## src/rtl/spi_write_arbiter_if.sv

```systemverilog
`default_nettype none
// ============================================================================
//  Module   : spi_write_arbiter_if
//  Brief    : Command/handshake bundle between the write arbiter and the
//             send-only SPI write master.
//  Revision : 1.0 - initial release
// ============================================================================
interface spi_write_arbiter_if #(
   parameter int ADDR_BITS = 8,
   parameter int DATA_BITS = 16,
   parameter int RATIO_W   = 8
);
   logic                 spi_start;
   logic [ADDR_BITS-1:0] spi_address;
   logic [DATA_BITS-1:0] spi_data;
   logic [RATIO_W-1:0]   spi_ratio;
   logic                 spi_busy;
   logic                 spi_done;

   // Arbiter side issues commands; the SPI master answers with busy/done.
   modport master (
      output spi_start, spi_address, spi_data, spi_ratio,
      input  spi_busy, spi_done
   );

   modport slave (
      input  spi_start, spi_address, spi_data, spi_ratio,
      output spi_busy, spi_done
   );
endinterface
`default_nettype wire

```

## src/rtl/spi_write_arbiter.sv

```systemverilog
`default_nettype none
// ============================================================================
//  Module   : spi_write_arbiter
//  Brief    : Round-robin arbiter sharing one SPI write master between
//             NUM_REQ requesters, with post-write idle gap and watchdog.
//  Revision : 1.0 - initial release
// ============================================================================
module spi_write_arbiter #(
   parameter int NUM_REQ     = 4,
   parameter int ADDR_BITS   = 8,
   parameter int DATA_BITS   = 16,
   parameter int RATIO_W     = 8,
   parameter int GAP_CYCLES  = 4,
   parameter int WDOG_CYCLES = 4096
) (
   input  logic                           clk,
   input  logic                           reset,
   input  logic [NUM_REQ-1:0]             req,
   input  logic [NUM_REQ*ADDR_BITS-1:0]   req_addr,
   input  logic [NUM_REQ*DATA_BITS-1:0]   req_data,
   input  logic [RATIO_W-1:0]             cfg_ratio,
   output logic [NUM_REQ-1:0]             ack,
   output logic [NUM_REQ-1:0]             err,
   output logic [$clog2(NUM_REQ)-1:0]     grant_id,
   output logic                           arb_busy,
   spi_write_arbiter_if.master            spi
);
   localparam int c_GID_W  = $clog2(NUM_REQ);
   localparam int c_WDOG_W = (WDOG_CYCLES > 1) ? $clog2(WDOG_CYCLES) : 1;
   localparam int c_GAP_W  = (GAP_CYCLES > 1) ? $clog2(GAP_CYCLES) : 1;
   localparam logic [c_WDOG_W-1:0] c_WDOG_LAST = c_WDOG_W'(WDOG_CYCLES - 1);
   localparam logic [c_GAP_W-1:0]  c_GAP_LAST  = c_GAP_W'((GAP_CYCLES > 0) ? GAP_CYCLES - 1 : 0);

   localparam logic [2:0] c_IDLE      = 3'd0;
   localparam logic [2:0] c_LAUNCH    = 3'd1;
   localparam logic [2:0] c_WAIT_BUSY = 3'd2;
   localparam logic [2:0] c_WAIT_DONE = 3'd3;
   localparam logic [2:0] c_GAP       = 3'd4;

   logic [2:0]           r_state, w_state_nxt;
   logic [c_WDOG_W-1:0]  r_wdog, w_wdog_nxt;
   logic [c_GAP_W-1:0]   r_gap, w_gap_nxt;
   logic [NUM_REQ-1:0]   w_ack_nxt, w_err_nxt;
   logic [c_GID_W-1:0]   w_gid_nxt, w_winner, w_cand;
   logic                 w_found, w_busy_nxt, w_start_nxt;
   logic [ADDR_BITS-1:0] w_addr_nxt;
   logic [DATA_BITS-1:0] w_data_nxt;
   logic [RATIO_W-1:0]   w_ratio_nxt;
   logic                 w_wdog_exp, w_gap_exp;

   logic [ADDR_BITS-1:0] w_addr_arr [NUM_REQ];
   logic [DATA_BITS-1:0] w_data_arr [NUM_REQ];

   for (genvar gi = 0; gi < NUM_REQ; gi++) begin : g_unpack
      assign w_addr_arr[gi] = req_addr[gi*ADDR_BITS +: ADDR_BITS];
      assign w_data_arr[gi] = req_data[gi*DATA_BITS +: DATA_BITS];
   end

   assign w_wdog_exp = (r_wdog == c_WDOG_LAST);
   assign w_gap_exp  = (r_gap == c_GAP_LAST);

   // Scan starts one past the last grant so every requester gets its turn.
   always_comb begin
      w_winner = grant_id;
      w_found  = 1'b0;
      w_cand   = '0;
      for (int k = 1; k <= NUM_REQ; k++) begin
         w_cand = c_GID_W'((int'(grant_id) + k) % NUM_REQ);
         if (!w_found && req[w_cand]) begin
            w_winner = w_cand;
            w_found  = 1'b1;
         end
      end
   end

   always_ff @(posedge clk or posedge reset) begin
      if (reset) begin
         r_state         <= c_IDLE;
         r_wdog          <= '0;
         r_gap           <= '0;
         ack             <= '0;
         err             <= '0;
         grant_id        <= c_GID_W'(NUM_REQ - 1);
         arb_busy        <= 1'b0;
         spi.spi_start   <= 1'b0;
         spi.spi_address <= '0;
         spi.spi_data    <= '0;
         spi.spi_ratio   <= '0;
      end else begin
         r_state         <= w_state_nxt;
         r_wdog          <= w_wdog_nxt;
         r_gap           <= w_gap_nxt;
         ack             <= w_ack_nxt;
         err             <= w_err_nxt;
         grant_id        <= w_gid_nxt;
         arb_busy        <= w_busy_nxt;
         spi.spi_start   <= w_start_nxt;
         spi.spi_address <= w_addr_nxt;
         spi.spi_data    <= w_data_nxt;
         spi.spi_ratio   <= w_ratio_nxt;
      end
   end

   always_comb begin
      w_state_nxt = r_state;
      case (r_state)
         c_IDLE:      if (|req) w_state_nxt = c_LAUNCH;
         c_LAUNCH:    w_state_nxt = c_WAIT_BUSY;
         c_WAIT_BUSY: begin
            if (spi.spi_done)      w_state_nxt = c_GAP;
            else if (spi.spi_busy) w_state_nxt = c_WAIT_DONE;
            else if (w_wdog_exp)   w_state_nxt = c_GAP;
         end
         c_WAIT_DONE: if (spi.spi_done || w_wdog_exp) w_state_nxt = c_GAP;
         c_GAP:       if (w_gap_exp) w_state_nxt = c_IDLE;
         default:     w_state_nxt = c_IDLE;
      endcase
   end

   always_comb begin
      w_ack_nxt   = '0;
      w_err_nxt   = '0;
      w_start_nxt = 1'b0;
      w_busy_nxt  = arb_busy;
      w_gid_nxt   = grant_id;
      w_addr_nxt  = spi.spi_address;
      w_data_nxt  = spi.spi_data;
      w_ratio_nxt = spi.spi_ratio;
      w_wdog_nxt  = r_wdog;
      w_gap_nxt   = r_gap;
      case (r_state)
         c_IDLE: begin
            if (|req) begin
               w_gid_nxt   = w_winner;
               w_addr_nxt  = w_addr_arr[w_winner];
               w_data_nxt  = w_data_arr[w_winner];
               w_ratio_nxt = cfg_ratio;
               w_busy_nxt  = 1'b1;
               w_start_nxt = 1'b1;
            end
         end
         c_LAUNCH: w_wdog_nxt = '0;
         c_WAIT_BUSY, c_WAIT_DONE: begin
            // A done seen before busy still counts as a completed write.
            if (spi.spi_done) begin
               w_ack_nxt[grant_id] = 1'b1;
               w_gap_nxt           = '0;
            end else if (spi.spi_busy && (r_state == c_WAIT_BUSY)) begin
               w_wdog_nxt = '0;
            end else if (w_wdog_exp) begin
               w_err_nxt[grant_id] = 1'b1;
               w_gap_nxt           = '0;
            end else begin
               w_wdog_nxt = r_wdog + c_WDOG_W'(1);
            end
         end
         c_GAP: begin
            if (w_gap_exp) w_busy_nxt = 1'b0;
            else           w_gap_nxt  = r_gap + c_GAP_W'(1);
         end
         default: ;
      endcase
   end
endmodule
`default_nettype wire

```

## src/flat_wrapper.sv

```systemverilog
// flat-port wrapper written by rule: the top's interface ports become plain ports
module spi_write_arbiter_flat 
#(
   parameter int NUM_REQ     = 4,
   parameter int ADDR_BITS   = 8,
   parameter int DATA_BITS   = 16,
   parameter int RATIO_W     = 8,
   parameter int GAP_CYCLES  = 4,
   parameter int WDOG_CYCLES = 4096
)
  (clk, reset, req, req_addr, req_data, cfg_ratio, ack, err, grant_id, arb_busy, spi_spi_start, spi_spi_address, spi_spi_data, spi_spi_ratio, spi_spi_busy, spi_spi_done);
  spi_write_arbiter_if #(.ADDR_BITS(ADDR_BITS), .DATA_BITS(DATA_BITS), .RATIO_W(RATIO_W)) spi_i ();
  input  logic clk;
  input  logic reset;
  input  logic [NUM_REQ-1:0] req;
  input  logic [NUM_REQ*ADDR_BITS-1:0] req_addr;
  input  logic [NUM_REQ*DATA_BITS-1:0] req_data;
  input  logic [RATIO_W-1:0] cfg_ratio;
  output logic [NUM_REQ-1:0] ack;
  output logic [NUM_REQ-1:0] err;
  output logic [$clog2(NUM_REQ)-1:0] grant_id;
  output logic arb_busy;
  output wire logic [$bits(spi_i.spi_start)-1:0] spi_spi_start;
  output wire logic [$bits(spi_i.spi_address)-1:0] spi_spi_address;
  output wire logic [$bits(spi_i.spi_data)-1:0] spi_spi_data;
  output wire logic [$bits(spi_i.spi_ratio)-1:0] spi_spi_ratio;
  input wire logic [$bits(spi_i.spi_busy)-1:0] spi_spi_busy;
  input wire logic [$bits(spi_i.spi_done)-1:0] spi_spi_done;
  assign spi_spi_start = spi_i.spi_start;
  assign spi_spi_address = spi_i.spi_address;
  assign spi_spi_data = spi_i.spi_data;
  assign spi_spi_ratio = spi_i.spi_ratio;
  assign spi_i.spi_busy = spi_spi_busy;
  assign spi_i.spi_done = spi_spi_done;
  spi_write_arbiter #(.NUM_REQ(NUM_REQ), .ADDR_BITS(ADDR_BITS), .DATA_BITS(DATA_BITS), .RATIO_W(RATIO_W), .GAP_CYCLES(GAP_CYCLES), .WDOG_CYCLES(WDOG_CYCLES)) u_core (.clk(clk), .reset(reset), .req(req), .req_addr(req_addr), .req_data(req_data), .cfg_ratio(cfg_ratio), .ack(ack), .err(err), .grant_id(grant_id), .arb_busy(arb_busy), .spi(spi_i));
endmodule
```

## config.mk

```make
export PLATFORM = sky130hd
export DESIGN_NAME = spi_write_arbiter_flat
export DESIGN_NICKNAME = d
export VERILOG_FILES = /design/src/rtl/spi_write_arbiter_if.sv /design/src/rtl/spi_write_arbiter.sv /design/src/flat_wrapper.sv
export SDC_FILE = /design/constraint.sdc
export NUM_CORES = 1
export LEC_CHECK = 0
export BUFFER_PORTS_ARGS = -buffer_cell sky130_fd_sc_hd__buf_2
export CORE_ASPECT_RATIO = 1.1
export CORE_MARGIN = 2
export CORE_UTILIZATION = 23
export DETAILED_ROUTE_END_ITERATION = 10
export PLACE_DENSITY = 0.51
export SETUP_SLACK_MARGIN = 0.4
export SLEW_MARGIN = 40
export SYNTH_ARGS = -nofsm -noshare
export SYNTH_HDL_FRONTEND = slang
export SYNTH_SLANG_ARGS = --single-unit
```

## constraint.sdc

```tcl
create_clock -name clk -period 3.25 [get_ports clk]
set_input_delay 0.325 -clock clk [delete_from_list [all_inputs] [get_ports clk]]
set_output_delay 0.325 -clock clk [all_outputs]
set_load 0.1 [all_outputs]
```

==> results.json, run 1 <==
{
  "cts_buffers": 9,
  "synth_seq_cells": 61,
  "crit_fanout": 11,
  "placementRows": 51,
  "grt_pass1_wl_mm": 21.3,
  "grt_pass1_vias": 4088,
  "setup_viol": 0,
  "drv_cap": 0,
  "grt_usage_pct": 14.7,
  "place.gp.congestion": 0.822,
  "n_fill_cell": 1810,
  "wire_per_inst_um": 16.1,
  "min_path_type": "input pin to async pin",
  "busiest_layer": "met2",
  "drc": 0,
  "rsz0062_at_grt": "true",
  "drt-initial-drc-count": 259,
  "netlist.top_cell.by_area": "dfrtp_1",
  "path_class": "register to register",
  "setup_tns_ns": 0,
  "peakVddDrop_uv": 485,
  "synthDistinctLibCells": 49,
  "avgViaCountPerCell": 4.77,
  "fin_crit_sh_pct": 86.6,
  "power_leakage_uw": 0.00275,
  "place_inst": 828,
  "grt.overflow.total": 0,
  "stdcell_count": 853,
  "die_width_um": 131,
  "num_vias": 4067,
  "reg2reg_depth": 9,
  "dr.pass1.iters": 4,
  "crit_arrival_ns": 3.06,
  "async_flop_share_pct": 100,
  "violations": "hold timing",
  "grtUsageMet1_pct": 17.3,
  "ys_seq_area_share_pct": 37.5,
  "syn-mean-instance-area_um2": 9.01,
  "synthToLayoutAreaGrowth_pct": 37.4,
  "hold_viol_final": 17,
  "power_density_mw_per_mm2": 1320,
  "start_kind": "register",
  "numPortBuffers": 155,
  "clock_latency_ns": 0.34,
  "status": "complete, but fails checks",
  "synth_area_mm2": 0.00407,
  "die_h_um": 144,
  "grt_max_degree": 55,
  "use_met3_pct": 4.58,
  "ys_warn_count": 0,
  "root_buffer": "clkbuf_16",
  "fin_nets": 727,
  "clockBufferDepth": 2,
  "max_slew_margin_pct": 56.3,
  "worst_pin_slew_ns": 0.646,
  "postSynthCellCount": 452,
  "whs_ns": -0.0110,
  "ant_nets": 0,
  "start_util_pct": 23.2,
  "final_cell_mix": "buf_2 (155), nand2_1 (106), dfrtp_1 (59)",
  "cts.sinks": 61,
  "core-area_mm2": 0.0175,
  "dp_hpwl_mm": 10.0,
  "path_clk_slew_ns": 0.05,
  "cts_tree": "built",
  "met2_usage_pct": 25.4,
  "drive_gt1_share_pct": 38.6,
  "cts_max_level": 3,
  "slew_violations": 0,
  "synth_edf_count": 0,
  "final_common_cell": "buf_2",
  "synth.area.top_cells": "dfrtp_1 (36%), nand2_1 (9.9%), mux2i_1 (6.6%)",
  "cp.required_ns": 3.50,
  "synth_fp_nets": 570,
  "antenna_found_initial": 0,
  "synth_top_area_share_pct": 36.3,
  "die_area_mm2": 0.0188,
  "timing.fmax_ghz": 0.355,
  "min_period_ns": 2.81,
  "ios": 156,
  "wl_mm": 13.7,
  "crit_path_end_kind": "register",
  "fin_worst_skew_ns": 0.0126,
  "ys.flop_type": "dfrtp_1"
}
==> worst paths after layout <==
check / startpoint / end / slack (ns)
setup / recovery: u_core.grant_id[1] / u_core.spi.spi_data[6] / 0.44
min in group clk: cfg_ratio[3] / u_core.spi.spi_ratio[3] / 0.18
hold / removal: reset / u_core.r_wdog[6] / -0.01
setup reg to reg: u_core.grant_id[1] / u_core.spi.spi_data[6] / 0.44
max in group asynchronous: reset / u_core.grant_id[1] / 2.50
hold reg to reg: u_core.spi.spi_ratio[7] / u_core.spi.spi_ratio[7] / 0.47
==> cell type report <==
class                   instances  area [µm²]  area share (%)
inverters                      10        43.8           0.782
clock inverters                 4        70.1            1.25
repair buffers                182        1020            18.3
flip-flops and latches         61        1540            27.5
clock buffers                  12         256            4.58
multi-input cells             345        2370            42.3
diodes                          1        2.50          0.0447
well taps                     238         298            5.32
==> per-layer routing <==
metal / up-vias / routed length [µm]
met1: 1972 / 5740
met4: 0 / 212
li1: 1957 / -
met3: 13 / 934
met2: 125 / 6850
met5: - / 0
==> timing repair <==
action | CTS | global route
pin swaps | 0 | 3
hold buffers | 0 | 0
gates cloned | 0 | 1
setup endpoints to repair | 24 | 21
buffers inserted | 4 | 3
gates resized for setup | 1 | 7
==> power breakdown <==
group / leakage, µW / switching (µW) / total (µW) / internal [µW]
Combinational: 0.00181 / 3550 / 5090 / 1540
Sequential: 0.000782 / 173 / 1230 / 1050
Clock: 0.000163 / 351 / 1060 / 710
==> flip-flops by register name, indices dropped and copies added (netlist names) <==
register,count
u_core.ack,4
u_core.arb_busy,1
u_core.err,4
u_core.grant_id,2
u_core.r_gap,2
u_core.r_state,3
u_core.r_wdog,12
u_core.spi.spi_address,8
u_core.spi.spi_data,16
u_core.spi.spi_ratio,8
u_core.spi.spi_start,1
==> cells by family (layout without fill, tap and decap cells) <==
logic type / count (synthesis) / in the layout / synth area share [%]
AND/OR/NAND/NOR: 197 / 197 / 22.1
multiplexers: 33 / 33 / 9.59
flip-flops: 61 / 61 / 37.5
XOR/XNOR: 9 / 9 / 1.94
AO/OA/AOI/OAI: 100 / 100 / 21.3
other: 0 / 1 / 0
adder cells (fa/ha/maj): 6 / 6 / 1.84
buffers and inverters: 46 / 208 / 5.68
==> cell usage after synthesis, drive strengths merged, types with 3 or more instances <==
cell type and number:
dfrtp 59, xnor2 9, nor3 8, inv 10, and3 29, nand3 6, a311o 24, nor2b 6
and2 5, or3 3, clkbuf 24, o211ai 24, nor2 21, ha 6, a21oi 8, buf 12
mux2i 27, nand2b 5, a31oi 26, o21ai 4, nand2 107, mux4 4
==> through the flow <==
step	power, µW	worst slack, ns	hold WS [ns]	util [%]	cell area [µm²]
floorplan	5130	0.180	0.430	-	4130
global placement	6000	0.394	0.350	29.4	5160
detailed placement	6080	0.305	0.359	29.4	5160
CTS	7210	0.420	0.00345	31.4	5520
global route	7830	0.355	0.0283	31.9	5590
finish	7380	0.436	-0.0110	31.9	5600
==> critical path, cell delays in order (launching register included) <==
cell and delay [ns]:
dfstp_4 0.62, clkinvlp_4 0.10, ha_4 0.31, mux4_2 0.33, or3_4 0.34, a31o_1 0.18
a32o_2 0.30, buf_6 0.17, a311o_1 0.28, o211ai_1 0.09
Note: power is estimated with default switching activity, not from simulation.
==> inputs of run 2 (changes only) <==
--- a/config.mk
+++ b/config.mk
@@ -10,7 +10,7 @@
 export CORE_MARGIN = 2
 export CORE_UTILIZATION = 23
 export DETAILED_ROUTE_END_ITERATION = 10
-export PLACE_DENSITY = 0.51
+export PLACE_DENSITY = 0.5
 export SETUP_SLACK_MARGIN = 0.4
 export SLEW_MARGIN = 40
 export SYNTH_ARGS = -nofsm -noshare
==> constraint.sdc (replaced) <==
create_clock -name clk -period 2.85 [get_ports clk]
set_input_delay 0.285 -clock clk [delete_from_list [all_inputs] [get_ports clk]]
set_output_delay 0.285 -clock clk [all_outputs]
set_load 0.1 [all_outputs]
==> run 2 against run 1 <==
The run now ends clean. Flip-flop and latch count did not move. Critical path depth rose by 1. Via count rose by 2.1%. Worst hold slack improved by 0.052 ns. Global-route usage fell by 0.073 points. Sequential power rose by 14%. Critical path type unchanged. Largest cell class unchanged.
==> results.json, run 2 (synthesized netlist as in run 1, its figures left out) <==
{
  "status": "finished clean",
  "num_vias": 4151,
  "largestRegisters": "u_core.spi.spi_data: 16 flops, u_core.r_wdog: 12 flops",
  "wire_per_inst_um": 15.9,
  "drive_gt1_share_pct": 38.7,
  "min_period_ns": 2.79,
  "worst_pin_slew_ns": 0.794,
  "crit_path_max_incr_delay_ns": 0.65,
  "p_switching_uw": 4650,
  "placementRows": 51,
  "numPortBuffers": 155,
  "clock_latency_ns": 0.34,
  "intPower_uw": 3890,
  "core-area_mm2": 0.0175,
  "timing.fmax_ghz": 0.359,
  "r2r-end": "u_core.spi.spi_data[3]",
  "crit_chain": "inv_4 -> ha_4 -> buf_6 -> mux4_2 -> or3_1 -> a31o_1 -> a32o_2 -> buf_12 -> a311o_1 -> o211ai_1",
  "max_slew_margin_pct": 47.1,
  "worstSetupStartpoint": "u_core.grant_id[0]",
  "path_class": "register to register",
  "setup_viol": 0,
  "largest_reg_flops": 16,
  "wl_mm": 13.6,
  "critPathCapture": "u_core.spi.spi_data[3]",
  "crit_fanout": 15,
  "whs_ns": 0.0413,
  "grt_pass1_wl_mm": 21.0,
  "post-route-worst-setup-slack_ns": 0.0619,
  "avgViaCountPerCell": 4.85,
  "cts_tree": "built",
  "final_common_cell": "buf_2",
  "start_util_pct": 23.2,
  "cts.sinks": 61,
  "finalInstanceArea_mm2": 0.00569,
  "peakVddDrop_uv": 755,
  "grt_usage_pct": 14.6,
  "post-route-util_pct": 32.4,
  "ios": 156,
  "grt.overflow.total": 0,
  "cts_max_level": 3,
  "hold_buffers": 0,
  "regMostFlops": "u_core.spi.spi_data",
  "cp.required_ns": 3.11,
  "reg2reg_depth": 10,
  "clkPwrFrac_pct": 14.5,
  "p_sw_share_pct": 54.4,
  "ff2ff_setup_slack_ns": 0.06,
  "crit_slowest_cell": "dfstp_4",
  "fin_nets": 731,
  "drt-initial-drc-count": 249,
  "fin_worst_skew_ns": 0.00799,
  "place_inst": 833,
  "root_buffer": "clkbuf_16",
  "slew_violations": 0,
  "drv_cap": 0,
  "num_antenna_cells": 0,
  "die_width_um": 131,
  "ant_nets": 0,
  "drc": 0,
  "dp_hpwl_mm": 9.98,
  "hold_viol_final": 0,
  "grt_max_degree": 41,
  "die_area_mm2": 0.0188,
  "grt_pass1_vias": 4074,
  "n_fill_cell": 1837,
  "dr.pass1.iters": 5,
  "start_kind": "register",
  "power_density_mw_per_mm2": 1500,
  "synthToLayoutAreaGrowth_pct": 39.6,
  "crit_arrival_ns": 3.05,
  "stdcell_count": 856,
  "placed_cell_area_mm2": 0.00525,
  "antenna_found_initial": 0,
  "final_cell_mix": "buf_2 (155), nand2_1 (106), dfrtp_1 (59)",
  "comb_power_share_pct": 69.1,
  "power_leakage_uw": 0.00281,
  "die_h_um": 144,
  "crit_path_end_kind": "register",
  "dp_slack_ns": -0.0986,
  "fin_crit_sh_pct": 97.8,
  "cts_buffers": 9,
  "path_clk_slew_ns": 0.06,
  "reg2reg_from": "u_core.grant_id[0]",
  "clockBufferDepth": 2,
  "min_path_type": "input pin to async pin",
  "place.gp.congestion": 0.811,
  "rsz0062_at_grt": "true",
  "seq_power_share_pct": 16.4
}
## run 2: timing repair
action                                  CTS  global route
gates resized for setup                   8             1
cloned                                    2             0
setup buffers                             4             1
pin swaps                                 1             0
endpoints found under the setup margin   25            25
## run 2: layout make-up
| class | instances | area [µm²] | area share, % |
|---|---|---|---|
| Multi-Input combinational cell | 345 | 2360 | 41.5 |
| Timing Repair Buffer | 186 | 1120 | 19.7 |
| Clock buffer | 11 | 253 | 4.45 |
| Inverter | 10 | 40.0 | 0.704 |
| Sequential cell | 61 | 1540 | 27.0 |
| Clock inverter | 5 | 82.6 | 1.45 |
| Tap cell | 238 | 298 | 5.24 |
## run 2: metal layers
| layer | track usage, % | vias to the layer above | wire length [µm] |
|---|---|---|---|
| met5 | 0 | - | 0 |
| met3 | 4.77 | 15 | 810 |
| met1 | 17.6 | 2031 | 5760 |
| met4 | 4.65 | 0 | 189 |
| li1 | - | 1968 | - |
| met2 | 24.7 | 137 | 6890 |
## run 2: worst min path at each step
stage / from / endpoint / slack [ns] / depth (start not counted)
floorplan: cfg_ratio[0] / u_core.spi.spi_ratio[0] / 0.39 / 2
global placement: reset / u_core.r_wdog[3] / 0.43 / 2
detailed placement: reset / u_core.r_wdog[6] / 0.44 / 2
CTS: reset / u_core.spi.spi_data[7] / 0.07 / 2
global route: reset / u_core.r_wdog[7] / 0.1 / 2
finish: reset / u_core.r_wdog[8] / 0.04 / 2
## run 2: worst max-delay path, delay by kind of cell (launching register included)
kind / cells / cell delay, ns
AOI/OAI and AO/OA: 4 / 0.87
DFF: 1 / 0.65
adders and majority gates: 1 / 0.26
buffers and inverters: 3 / 0.30
muxes: 1 / 0.29
and+or+nand+nor: 1 / 0.32
## run 2: power groups by stage
stage / sequential (µW) / combinational [µW] / clock (µW)
after CTS: 1400 / 5930 / 1270
after detailed placement: 1400 / 5720 / 0
after floorplan: 3180 / 2680 / 0
after global routing: 1440 / 6280 / 1310
final: 1400 / 5900 / 1240
after global placement: 1400 / 5550 / 0
## run 2: metrics by stage
step	power, µW	TNS (ns)
after detailed placement	7120	-1.74
after global routing	9030	-0.0181
after CTS	8610	0
final	8540	0
after global placement	6960	-1.99
after floorplan	5860	-4.81
